**src/rtl/uart_tx_arbiter_if.sv**
```systemverilog
// Byte-producer and transmitter signals shared by uart_tx_arbiter.
// The slave side is the arbiter; the master side is its environment.
interface uart_tx_arbiter_if;
  logic       req0_valid;
  logic [7:0] req0_data;
  logic       req0_lock;
  logic       req0_ready;
  logic       req1_valid;
  logic [7:0] req1_data;
  logic       req1_lock;
  logic       req1_ready;
  logic       tx_start;
  logic [7:0] tx_data;
  logic       tx_busy;
  logic [1:0] grant;
  logic       err_timeout;

  modport slave (
    input  req0_valid, req0_data, req0_lock,
    output req0_ready,
    input  req1_valid, req1_data, req1_lock,
    output req1_ready,
    output tx_start, tx_data,
    input  tx_busy,
    output grant, err_timeout
  );

  modport master (
    output req0_valid, req0_data, req0_lock,
    input  req0_ready,
    output req1_valid, req1_data, req1_lock,
    input  req1_ready,
    input  tx_start, tx_data,
    output tx_busy,
    input  grant, err_timeout
  );
endinterface

```
**src/rtl/uart_tx_arbiter.sv**
```systemverilog
// Round-robin arbiter sharing one UART transmitter between two byte producers,
// with per-requester packet lock and a start-acknowledge timeout.
module uart_tx_arbiter #(
  parameter int START_TIMEOUT = 16,
  parameter int LOCK_HOLD     = 64
) (
  input logic              sys_clk,
  input logic              sys_rst_n,
  uart_tx_arbiter_if.slave bus
);
  localparam int TW = $clog2(START_TIMEOUT + 1);
  localparam int LW = $clog2(LOCK_HOLD + 1);

  typedef enum logic [1:0] {IDLE, ISSUE, WAIT_BUSY, WAIT_DONE} state_t;

  state_t        state_reg, state_next;
  logic [7:0]    data_reg, data_next;
  logic [1:0]    grant_reg, grant_next;
  logic          last_owner_reg, last_owner_next;
  logic          lock_reg, lock_next;
  logic [LW-1:0] hold_cnt_reg, hold_cnt_next;
  logic [TW-1:0] to_cnt_reg, to_cnt_next;

  logic [1:0] valid;
  logic       win;
  logic       accept;
  logic [1:0] ready;
  logic       start;
  logic       err;

  assign valid = {bus.req1_valid, bus.req0_valid};

  always_comb begin
    state_next      = state_reg;
    data_next       = data_reg;
    grant_next      = grant_reg;
    last_owner_next = last_owner_reg;
    lock_next       = lock_reg;
    hold_cnt_next   = hold_cnt_reg;
    to_cnt_next     = to_cnt_reg;
    win             = 1'b0;
    accept          = 1'b0;
    ready           = 2'b00;
    start           = 1'b0;
    err             = 1'b0;

    case (state_reg)
      IDLE: begin
        if (lock_reg) begin
          // Locked: only the packet owner is eligible; an absent owner ages the lock out.
          win = last_owner_reg;
          if (!valid[last_owner_reg]) begin
            if (hold_cnt_reg == LW'(LOCK_HOLD - 1)) begin
              lock_next     = 1'b0;
              hold_cnt_next = '0;
            end else begin
              hold_cnt_next = hold_cnt_reg + 1'b1;
            end
          end
        end else if (valid == 2'b11) begin
          win = ~last_owner_reg;
        end else begin
          win = valid[1];
        end

        accept = valid[win];
        ready  = accept ? (win ? 2'b10 : 2'b01) : 2'b00;

        if (accept) begin
          data_next       = win ? bus.req1_data : bus.req0_data;
          grant_next      = win ? 2'b10 : 2'b01;
          last_owner_next = win;
          lock_next       = win ? bus.req1_lock : bus.req0_lock;
          hold_cnt_next   = '0;
          state_next      = ISSUE;
        end
      end

      ISSUE: begin
        start       = 1'b1;
        to_cnt_next = '0;
        state_next  = WAIT_BUSY;
      end

      WAIT_BUSY: begin
        if (bus.tx_busy) begin
          state_next = WAIT_DONE;
        end else if (to_cnt_reg == TW'(START_TIMEOUT - 1)) begin
          // Transmitter never acknowledged: drop the byte and release any packet lock.
          err        = 1'b1;
          lock_next  = 1'b0;
          state_next = IDLE;
        end else begin
          to_cnt_next = to_cnt_reg + 1'b1;
        end
      end

      WAIT_DONE: begin
        if (!bus.tx_busy) state_next = IDLE;
      end

      default: state_next = IDLE;
    endcase
  end

  always_ff @(posedge sys_clk or negedge sys_rst_n) begin
    if (!sys_rst_n) begin
      state_reg      <= IDLE;
      data_reg       <= 8'h00;
      grant_reg      <= 2'b00;
      last_owner_reg <= 1'b1;
      lock_reg       <= 1'b0;
      hold_cnt_reg   <= '0;
      to_cnt_reg     <= '0;
    end else begin
      state_reg      <= state_next;
      data_reg       <= data_next;
      grant_reg      <= grant_next;
      last_owner_reg <= last_owner_next;
      lock_reg       <= lock_next;
      hold_cnt_reg   <= hold_cnt_next;
      to_cnt_reg     <= to_cnt_next;
    end
  end

  assign bus.req0_ready  = ready[0];
  assign bus.req1_ready  = ready[1];
  assign bus.tx_start    = start;
  assign bus.tx_data     = data_reg;
  assign bus.grant       = grant_reg;
  assign bus.err_timeout = err;
endmodule
```
**src/flat_wrapper.sv**
```systemverilog
// flat-port wrapper written by rule: the top's interface ports become plain ports
module uart_tx_arbiter_flat 
#(
  parameter int START_TIMEOUT = 16,
  parameter int LOCK_HOLD     = 64
)
  (sys_clk, sys_rst_n, bus_req0_valid, bus_req0_data, bus_req0_lock, bus_req0_ready, bus_req1_valid, bus_req1_data, bus_req1_lock, bus_req1_ready, bus_tx_start, bus_tx_data, bus_tx_busy, bus_grant, bus_err_timeout);
  uart_tx_arbiter_if bus_i ();
  input logic sys_clk;
  input logic sys_rst_n;
  input wire logic [$bits(bus_i.req0_valid)-1:0] bus_req0_valid;
  input wire logic [$bits(bus_i.req0_data)-1:0] bus_req0_data;
  input wire logic [$bits(bus_i.req0_lock)-1:0] bus_req0_lock;
  output wire logic [$bits(bus_i.req0_ready)-1:0] bus_req0_ready;
  input wire logic [$bits(bus_i.req1_valid)-1:0] bus_req1_valid;
  input wire logic [$bits(bus_i.req1_data)-1:0] bus_req1_data;
  input wire logic [$bits(bus_i.req1_lock)-1:0] bus_req1_lock;
  output wire logic [$bits(bus_i.req1_ready)-1:0] bus_req1_ready;
  output wire logic [$bits(bus_i.tx_start)-1:0] bus_tx_start;
  output wire logic [$bits(bus_i.tx_data)-1:0] bus_tx_data;
  input wire logic [$bits(bus_i.tx_busy)-1:0] bus_tx_busy;
  output wire logic [$bits(bus_i.grant)-1:0] bus_grant;
  output wire logic [$bits(bus_i.err_timeout)-1:0] bus_err_timeout;
  assign bus_i.req0_valid = bus_req0_valid;
  assign bus_i.req0_data = bus_req0_data;
  assign bus_i.req0_lock = bus_req0_lock;
  assign bus_req0_ready = bus_i.req0_ready;
  assign bus_i.req1_valid = bus_req1_valid;
  assign bus_i.req1_data = bus_req1_data;
  assign bus_i.req1_lock = bus_req1_lock;
  assign bus_req1_ready = bus_i.req1_ready;
  assign bus_tx_start = bus_i.tx_start;
  assign bus_tx_data = bus_i.tx_data;
  assign bus_i.tx_busy = bus_tx_busy;
  assign bus_grant = bus_i.grant;
  assign bus_err_timeout = bus_i.err_timeout;
  uart_tx_arbiter #(.START_TIMEOUT(START_TIMEOUT), .LOCK_HOLD(LOCK_HOLD)) u_core (.sys_clk(sys_clk), .sys_rst_n(sys_rst_n), .bus(bus_i));
endmodule
```
**config.mk**
```make
export PLATFORM = sky130hd
export DESIGN_NAME = uart_tx_arbiter_flat
export DESIGN_NICKNAME = d
export VERILOG_FILES = /design/src/rtl/uart_tx_arbiter_if.sv /design/src/rtl/uart_tx_arbiter.sv /design/src/flat_wrapper.sv
export SDC_FILE = /design/constraint.sdc
export NUM_CORES = 1
export LEC_CHECK = 0
export CAP_MARGIN = 0
export CORE_MARGIN = 2
export CORE_UTILIZATION = 43
export CTS_CLUSTER_SIZE = 14
export DETAILED_ROUTE_END_ITERATION = 10
export PLACE_DENSITY = 0.75
export SKIP_CTS_REPAIR_TIMING = 1
export SLEW_MARGIN = 25
export SYNTH_ARGS = -nofsm -noshare
export SYNTH_HDL_FRONTEND = slang
export SYNTH_SLANG_ARGS = --single-unit
```
**constraint.sdc**
```tcl
create_clock -name sys_clk -period 1.75 [get_ports sys_clk]
set_input_delay 0.35 -clock sys_clk [delete_from_list [all_inputs] [get_ports sys_clk]]
set_output_delay 0.35 -clock sys_clk [all_outputs]
set_load 0.02 [all_outputs]
```
# After elaboration in Yosys (flattened, before gate mapping)
# Cells that the tools add are included.
# W data, S select, Z words.
# classes
addsub	2
mul	0
n_div	0
magnitude_cmp	2
n_eq_ne	13
shifts	0
muxes	35
n_bitwise	1
reduce_logical	9
# ops
operator	n
$mux W7	4
$mux W1	18
$mux W2	7
$reduce_and A3 Y1	4
$mux W5	2
$pmux W5 S2	1
$mux W8	1
$ne A2 B2 Y1 const B	4
$pmux W2 S4	1
$add A7 B1 Y7 const B	1
$eq A7 B6 Y1 const B	1
$eq A2 B2 Y1 const B	3
$reduce_bool A2 Y1	3
$add A5 B1 Y5 const B	1
$eq A5 B4 Y1 const B	1
$lt A1 B2 Y1 const B	2
$ne A2 B1 Y1 const B	2
$ne A3 B2 Y1 const B	1
$eq A2 B1 Y1 const B	1
$logic_not A2 Y1	1
$pmux W1 S2	1
$reduce_and A2 Y1	1
$not A1 Y1	1
# totals
register_bits	26
latch_bits	0
ram_bits	0
mem_bits_ro	0
input_bits	23
out_inout_bits	14
elab_cells	69
memories	0

# Logic depth before layout (Yosys ltp)
# Gate-level depths: netlist of the first run.
# depth
word_depth	8
ltp_mapped	7
mapped_depth_nobuf	7

# Worst setup path before layout of the first run
# No wires, ideal clock.
# synth_timing
path_type	register -> output
startpoint	register u_core.to_cnt_reg[0]
endpoint	output port bus_err_timeout
t_arrival_ns	1.576
required_time_ns	1.400
path_slack_ns	-0.176
stages_incl_launch_ff	6
n_path_buf	0
path_cell_list	dfrtp_1 -> ha_1 -> and3_1 -> ha_1 -> nand2b_1 -> nor3b_1
# synth_between
elab_chain_len	4
# synth_rtl
element	line	rtl
start: declaration	uart_tx_arbiter.sv:22	logic [TW-1:0] to_cnt_reg, to_cnt_next;
start signal: assignment	uart_tx_arbiter.sv:122	to_cnt_reg <= to_cnt_next;
$eq A5 B4 Y1	uart_tx_arbiter.sv:88	end else if (to_cnt_reg == TW'(START_TIMEOUT - 1)) begin
$mux W1	uart_tx_arbiter.sv:88	
$mux W1	uart_tx_arbiter.sv:86	if (bus.tx_busy) begin
$mux W1	uart_tx_arbiter.sv:47	case (state_reg)
end: declaration	flat_wrapper.sv:23	output wire logic [$bits(bus_i.err_timeout)-1:0] bus_err_timeout;
# Every way passes these cells.

# Final worst setup path of the first run
# layout_timing
startpoint	register u_core.to_cnt_reg[1]
endpoint	output port bus_err_timeout
# The elaborated chain is that of the path after synthesis.

==> results of run 1 <==
[metal layers]
metal	vias to the layer above	GRT usage	wire, um
met3	4	0.0469	210
met4	0	0.0652	34
met1	607	0.235	1440
met2	41	0.309	1610
met5	-	0	0
li1	635	-	-
[power breakdown]
part           internal [mW]  switching, mW  leakage, nW
clock                  0.127          0.188       0.0210
sequential             0.823          0.157        0.332
combinational          0.897          0.866        0.630
total                   1.85           1.21        0.983
[cells by family (layout without fill, tap and decap cells)]
group	Yosys count	count (layout)	synth area share
flip-flops	26	26	0.474
multiplexers	10	10	0.0727
adder cells (fa/ha/maj)	3	3	0.0273
AND/OR/NAND/NOR	46	46	0.169
buffers and inverters	10	72	0.0318
AO/OA/AOI/OAI	45	45	0.225
[cell type report]
class	count	area [um^2]	share of cell area
multi-input cells	104	766	0.365
flip-flops and latches	26	652	0.310
repair buffers	63	573	0.273
well taps	44	55.1	0.0262
clock buffers	4	36.3	0.0173
inverters	5	18.8	0.00893
[path summary, 6_finish.rpt]
check | from | endpoint | slack, ns | depth (start not counted)
hold / removal | sys_rst_n | u_core.bus.grant[1]$_DFFE_PN0P_ | 0.37 | 2
setup / recovery | u_core.to_cnt_reg[1]$_DFFE_PN0P_ | bus_err_timeout | -0.21 | 6
setup reg to reg | u_core.to_cnt_reg[1]$_DFFE_PN0P_ | u_core.to_cnt_reg[3]$_DFFE_PN0P_ | -0.19 | 7
min in group sys_clk | u_core.bus.tx_data[3]$_DFFE_PN0P_ | u_core.bus.tx_data[3]$_DFFE_PN0P_ | 0.50 | 2
max in group asynchronous | sys_rst_n | u_core.last_owner_reg$_DFFE_PN1P_ | 1.08 | 2
hold reg to reg | u_core.bus.tx_data[3]$_DFFE_PN0P_ | u_core.bus.tx_data[3]$_DFFE_PN0P_ | 0.50 | 2
[synthesized netlist by cell type, types with 3 or more instances]
| cell | number | area share |
|---|---|---|
| nand2_1 | 18 | 0.049 |
| nand3_1 | 4 | 0.015 |
| nor4_1 | 3 | 0.014 |
| nor2_1 | 7 | 0.019 |
| a21oi_1 | 3 | 0.011 |
| o21ai_0 | 18 | 0.065 |
| a22o_1 | 4 | 0.025 |
| a21o_1 | 5 | 0.027 |
| ha_1 | 3 | 0.027 |
| nor3b_1 | 3 | 0.016 |
| inv_1 | 5 | 0.014 |
| dfrtp_1 | 25 | 0.45 |
| mux2i_1 | 10 | 0.073 |
[per-stage QoR]
stage          power (mW)  setup TNS (ns)   util
3_3_place_gp         2.54           -1.79  0.648
6_report             3.06          -0.703  0.688
5_1_grt              3.27           -1.04  0.688
4_1_cts              2.92           -2.51  0.660
3_5_place_dp         2.60           -2.25  0.648
2_1_floorplan        1.86               0      -
[critical path, delay by kind of cell, from the launching register on]
kind / cells / cell delay (ns)
DFF: 1 / 0.39
and+or+nand+nor: 3 / 0.44
adders and majority gates: 2 / 0.31
buffers and inverters: 1 / 0.16
==> qor.yml, run 1 <==
timing:
  rsz0062_at_grt: "true"
  period_minus_slack_ns: 1.96
  whs_ns: 0.371
  relSlewSlack: 0.772
  setup_viol_count_final: 4
  final.setup_skew_ns: 0.00928
  fin_crit_sh: 1.12
  slew_viol_final: 0
  fin_ws_ns: -0.210
  worst_pin_slew_ns: 0.341
  timing.fmax_mhz: 510
  final_hold_viol_count: 0
cts:
  clkLatencyLatePin_ns: 0.33
  clock_path_buffers: 2
  cts.htree.levels: 1
  numClockSinks: 26
  cts_made_buffers: 3
  clk_pin_slew_ns: 0.15
  root_buffer: "clkbuf_4"
  cts_tree: "done"
routing:
  dr_total_vias: 1287
  vias_per_cell: 5.23
  detail-route-antenna-nets: 0
  drt_iter0_drc: 55
  drt_pass1_iterations: 4
  wl_per_cell_um: 13.4
  wirelength_um: 3300
  drc: 0
place:
  gp_congestion: 0.880
  dp.cells: 240
  place_ws_ns: -0.613
  placed_area_um2: 1980
  port_buffers: 36
  dp_hpwl_um: 2330
finish:
  final_cell_mix: "clkdlybuf4s50_1, buf_4, dfrtp_1"
  num-fill-cells: 253
  final_layout_size_suffix_gt1_frac: 0.257
  nets: 229
  largest_register_ff_count: 8
  syn2layout_area_growth_pct: 52.6
  diodes: 0
  finalInstanceArea_um2: 2100
  final_common_cell: "clkdlybuf4s50_1"
  final_cells: 246
global_routing:
  grt_pass1_wl_um: 5150
  grt-ovfl-total: 0
  antenna_found_initial: 0
  grt_usage: 0.186
  grt_pass1_vias: 1258
  grt_max_degree: 27
setup_path:
  worst-setup-path-type: "flip-flop to primary output"
  crit_required_ns: 1.40
  path_max_fanout: 2
  critPathLaunchType: "flip-flop"
  endpoint_kind: "primary output"
  cp_data_arrival_time_ns: 1.61
  path_cells: "ha_2 > and3_4 > ha_4 > nand2b_1 > nor3b_2 > buf_4"
  max_stage_delay_ns: 0.39
  critPathSlowestCell: "dfrtp_1"
synth:
  synthCells: 140
  synth_seq_cells: 26
  ys_warn_count: 0
  synth_edf_count: 0
  synthesis.nets: 166
  avgSynthCellArea_um2: 9.83
  synth_cell_types: 40
  synthArstFlopShare: 1.00
  synth_area_um2: 1380
  synth_seq_area_share: 0.474
  synthFlopType: "dfrtp_1"
run_status:
  violations: "negative setup slack"
  outcome: "complete, but fails checks"
floorplanning:
  die_x_um: 60.6
  fp.dieH_um: 60.6
  fp-row-count: 20
  start_util: 0.451
  coreArea_um2: 3050
  io_pins: 37
  die_area_um2: 3670
run:
  maxCapViolCount: 0
power:
  p_leak_nw: 0.983
  powerDensity_nw_per_um2: 1460
  ir_drop_uv: 1040
hold_path:
  worstHoldPathType: "primary input to asynchronous set/reset pin"
Power figures use the tool's default switching activity.
==> inputs of run 2 (changes only) <==
Settings changed: GPL_ROUTABILITY_DRIVEN set to 0.
Clock period 1.75 ns to 1.7 ns, I/O delays scaled along.
==> run 2 against run 1 <==
  * The flow still finishes with violations (negative setup slack)
  * Clock skew decreased by 0.0040 ns
  * Wire length rose by 1.1%
  * Power is 1.4% higher
  * Die area unchanged
  * Global-route usage is 0.43 points higher
  * Combinational power grew 3%
==> qor.yml, run 2 (same netlist as run 1, synthesis figures left out) <==
floorplanning:
  fp-row-count: 20  # unchanged
  coreArea_um2: 3050  # unchanged
  fp.dieH_um: 60.6  # unchanged
  die_area_um2: 3670  # unchanged
  io_pins: 37  # unchanged
  start_util: 0.451  # unchanged
  die_x_um: 60.6  # unchanged
finish:
  nets: 232  # +1.3%
  syn2layout_area_growth_pct: 53.9
  largest_register_ff_count: 8  # unchanged
  final_common_cell: "buf_4"
  final_cell_mix: "buf_4, clkdlybuf4s50_1, dfrtp_1"
  final_layout_size_suffix_gt1_frac: 0.268  # +0.0109
  final_cells: 249  # +1.2%
  diodes: 0  # unchanged
routing:
  dr_total_vias: 1302  # +1.2%
  wirelength_um: 3330  # +1.1%
  drt_iter0_drc: 74  # +35%
  wl_per_cell_um: 13.4  # -0.16%
  drc: 0  # unchanged
  vias_per_cell: 5.23  # about the same
  detail-route-antenna-nets: 0  # unchanged
  drt_pass1_iterations: 4  # unchanged
setup_path:
  path_max_fanout: 6  # +4
  crit_required_ns: 1.93  # +0.53 ns
  timing.rr.end: "u_core.to_cnt_reg[3]$_DFFE_PN0P_"
  endpoint_kind: "flip-flop"
  cp_data_arrival_time_ns: 2.17  # +0.56 ns
  worst-setup-path-type: "flip-flop to flip-flop"
  reg2reg_depth: 6  # -1
  r2r_slack_ns: -0.24  # -0.05 ns
  critPathLaunchType: "flip-flop"
  worstReg2RegStart: "u_core.to_cnt_reg[0]$_DFFE_PN0P_"
timing:
  slew_viol_final: 0  # unchanged
  rsz0062_at_grt: "true"
  final.setup_skew_ns: 0.00526  # -0.00401 ns
  fin_crit_sh: 1.14
  fin_ws_ns: -0.237  # -0.0273 ns
  worst_pin_slew_ns: 0.341  # -0.000400 ns
  relSlewSlack: 0.773  # about the same
  setup_viol_count_final: 4  # unchanged
  timing.fmax_mhz: 516
  period_minus_slack_ns: 1.94
  final_hold_viol_count: 0  # unchanged
place:
  dp_hpwl_um: 2470  # +5.9%
  dp.cells: 240  # unchanged
  port_buffers: 36  # unchanged
global_routing:
  grt_pass1_wl_um: 5330  # +3.5%
  antenna_found_initial: 0  # unchanged
  grt_max_degree: 27  # unchanged
  grt_usage: 0.190  # +0.00427
  grt-ovfl-total: 0  # unchanged
  grt_pass1_vias: 1279  # +1.7%
run:
  maxCapViolCount: 0  # unchanged
cts:
  root_buffer: "clkbuf_4"
  cts_made_buffers: 3  # unchanged
  clk_pin_slew_ns: 0.14  # about the same
  cts.htree.levels: 1  # unchanged
  cts_tree: "done"
  clkLatencyLatePin_ns: 0.32  # about the same
  numClockSinks: 26  # unchanged
  clock_path_buffers: 2  # unchanged
power:
  ir_drop_uv: 1210  # +16%
  powerDensity_nw_per_um2: 1460  # +0.54%
  p_leak_nw: 1.05  # +6.9%
  power_mw: 3.10  # +1.4%
run_status:
  outcome: "complete, but fails checks"
  violations: "negative setup slack"
hold_path:
  worstHoldPathType: "primary input to asynchronous set/reset pin"
[run 2: changes by cell type in the layout (fill, tap and decap cells not counted), moves of 2 or more]
cell,change
o21ai_1,+2
clkdlybuf4s50_1,-6
dlymetal6s2s_1,+5
buf_4,+3
[run 2: area by class of cell]
class | instances | area [um^2]
clock buffer | 4 | 26.3
inverter | 5 | 18.8
tap | 44 | 55.1
sequential | 26 | 652
timing repair buffer | 66 | 599
fill | 230 | 935
multi-input combinational | 104 | 767
[run 2: report_power, final]
part           switching (mW)  leakage, nW  total, mW  internal [mW]
Sequential              0.153        0.332       1.00          0.847
Combinational           0.901        0.704       1.82          0.920
Clock                   0.187       0.0150      0.279         0.0920
[run 2: worst max-delay path by stage]
| stage | cells after the start | slack (ns) | endpoint | from |
|---|---|---|---|---|
| 2_1_floorplan | 5 | -0.05 | u_core.to_cnt_reg[3]$_DFFE_PN0P_ | u_core.to_cnt_reg[0]$_DFFE_PN0P_ |
| 3_3_place_gp | 5 | -0.64 | bus_req0_ready | bus_req0_valid |
| 3_5_place_dp | 5 | -0.68 | bus_req0_ready | bus_req0_valid |
| 4_1_cts | 6 | -0.73 | bus_err_timeout | u_core.to_cnt_reg[1]$_DFFE_PN0P_ |
| 5_1_grt | 6 | -0.29 | bus_err_timeout | u_core.to_cnt_reg[0]$_DFFE_PN0P_ |
| 6_report | 6 | -0.24 | u_core.to_cnt_reg[3]$_DFFE_PN0P_ | u_core.to_cnt_reg[0]$_DFFE_PN0P_ |
[run 2: worst max-delay path: stages (launching register included)]
cell	delay [ns]
dfrtp_1	0.42
ha_2	0.20
and3_4	0.15
ha_4	0.16
buf_4	0.16
or4b_4	0.51
a32o_2	0.25
[run 2: layer usage]
layer,wire length (um),part of all wire,vias up,GRT usage
met5,0,0,-,0
met4,21,0.0063,0,0.0373
met3,150,0.045,4,0.0448
met2,1670,0.50,32,0.338
met1,1490,0.45,624,0.236
li1,-,-,642,-
[run 2: through the flow]
stage / TNS (ns) / cell area (um^2) / hold slack, ns / setup WS (ns) / util
after floorplan: -0.0473 / 1400 / 0.0444 / -0.0473 / -
after global placement: -2.41 / 1980 / 0.462 / -0.639 / 0.648
after detailed placement: -3.76 / 1980 / 0.473 / -0.678 / 0.648
after CTS: -3.07 / 2010 / 0.372 / -0.730 / 0.657
after global routing: -1.30 / 2120 / 0.397 / -0.289 / 0.694
final: -0.819 / 2120 / 0.359 / -0.237 / 0.694
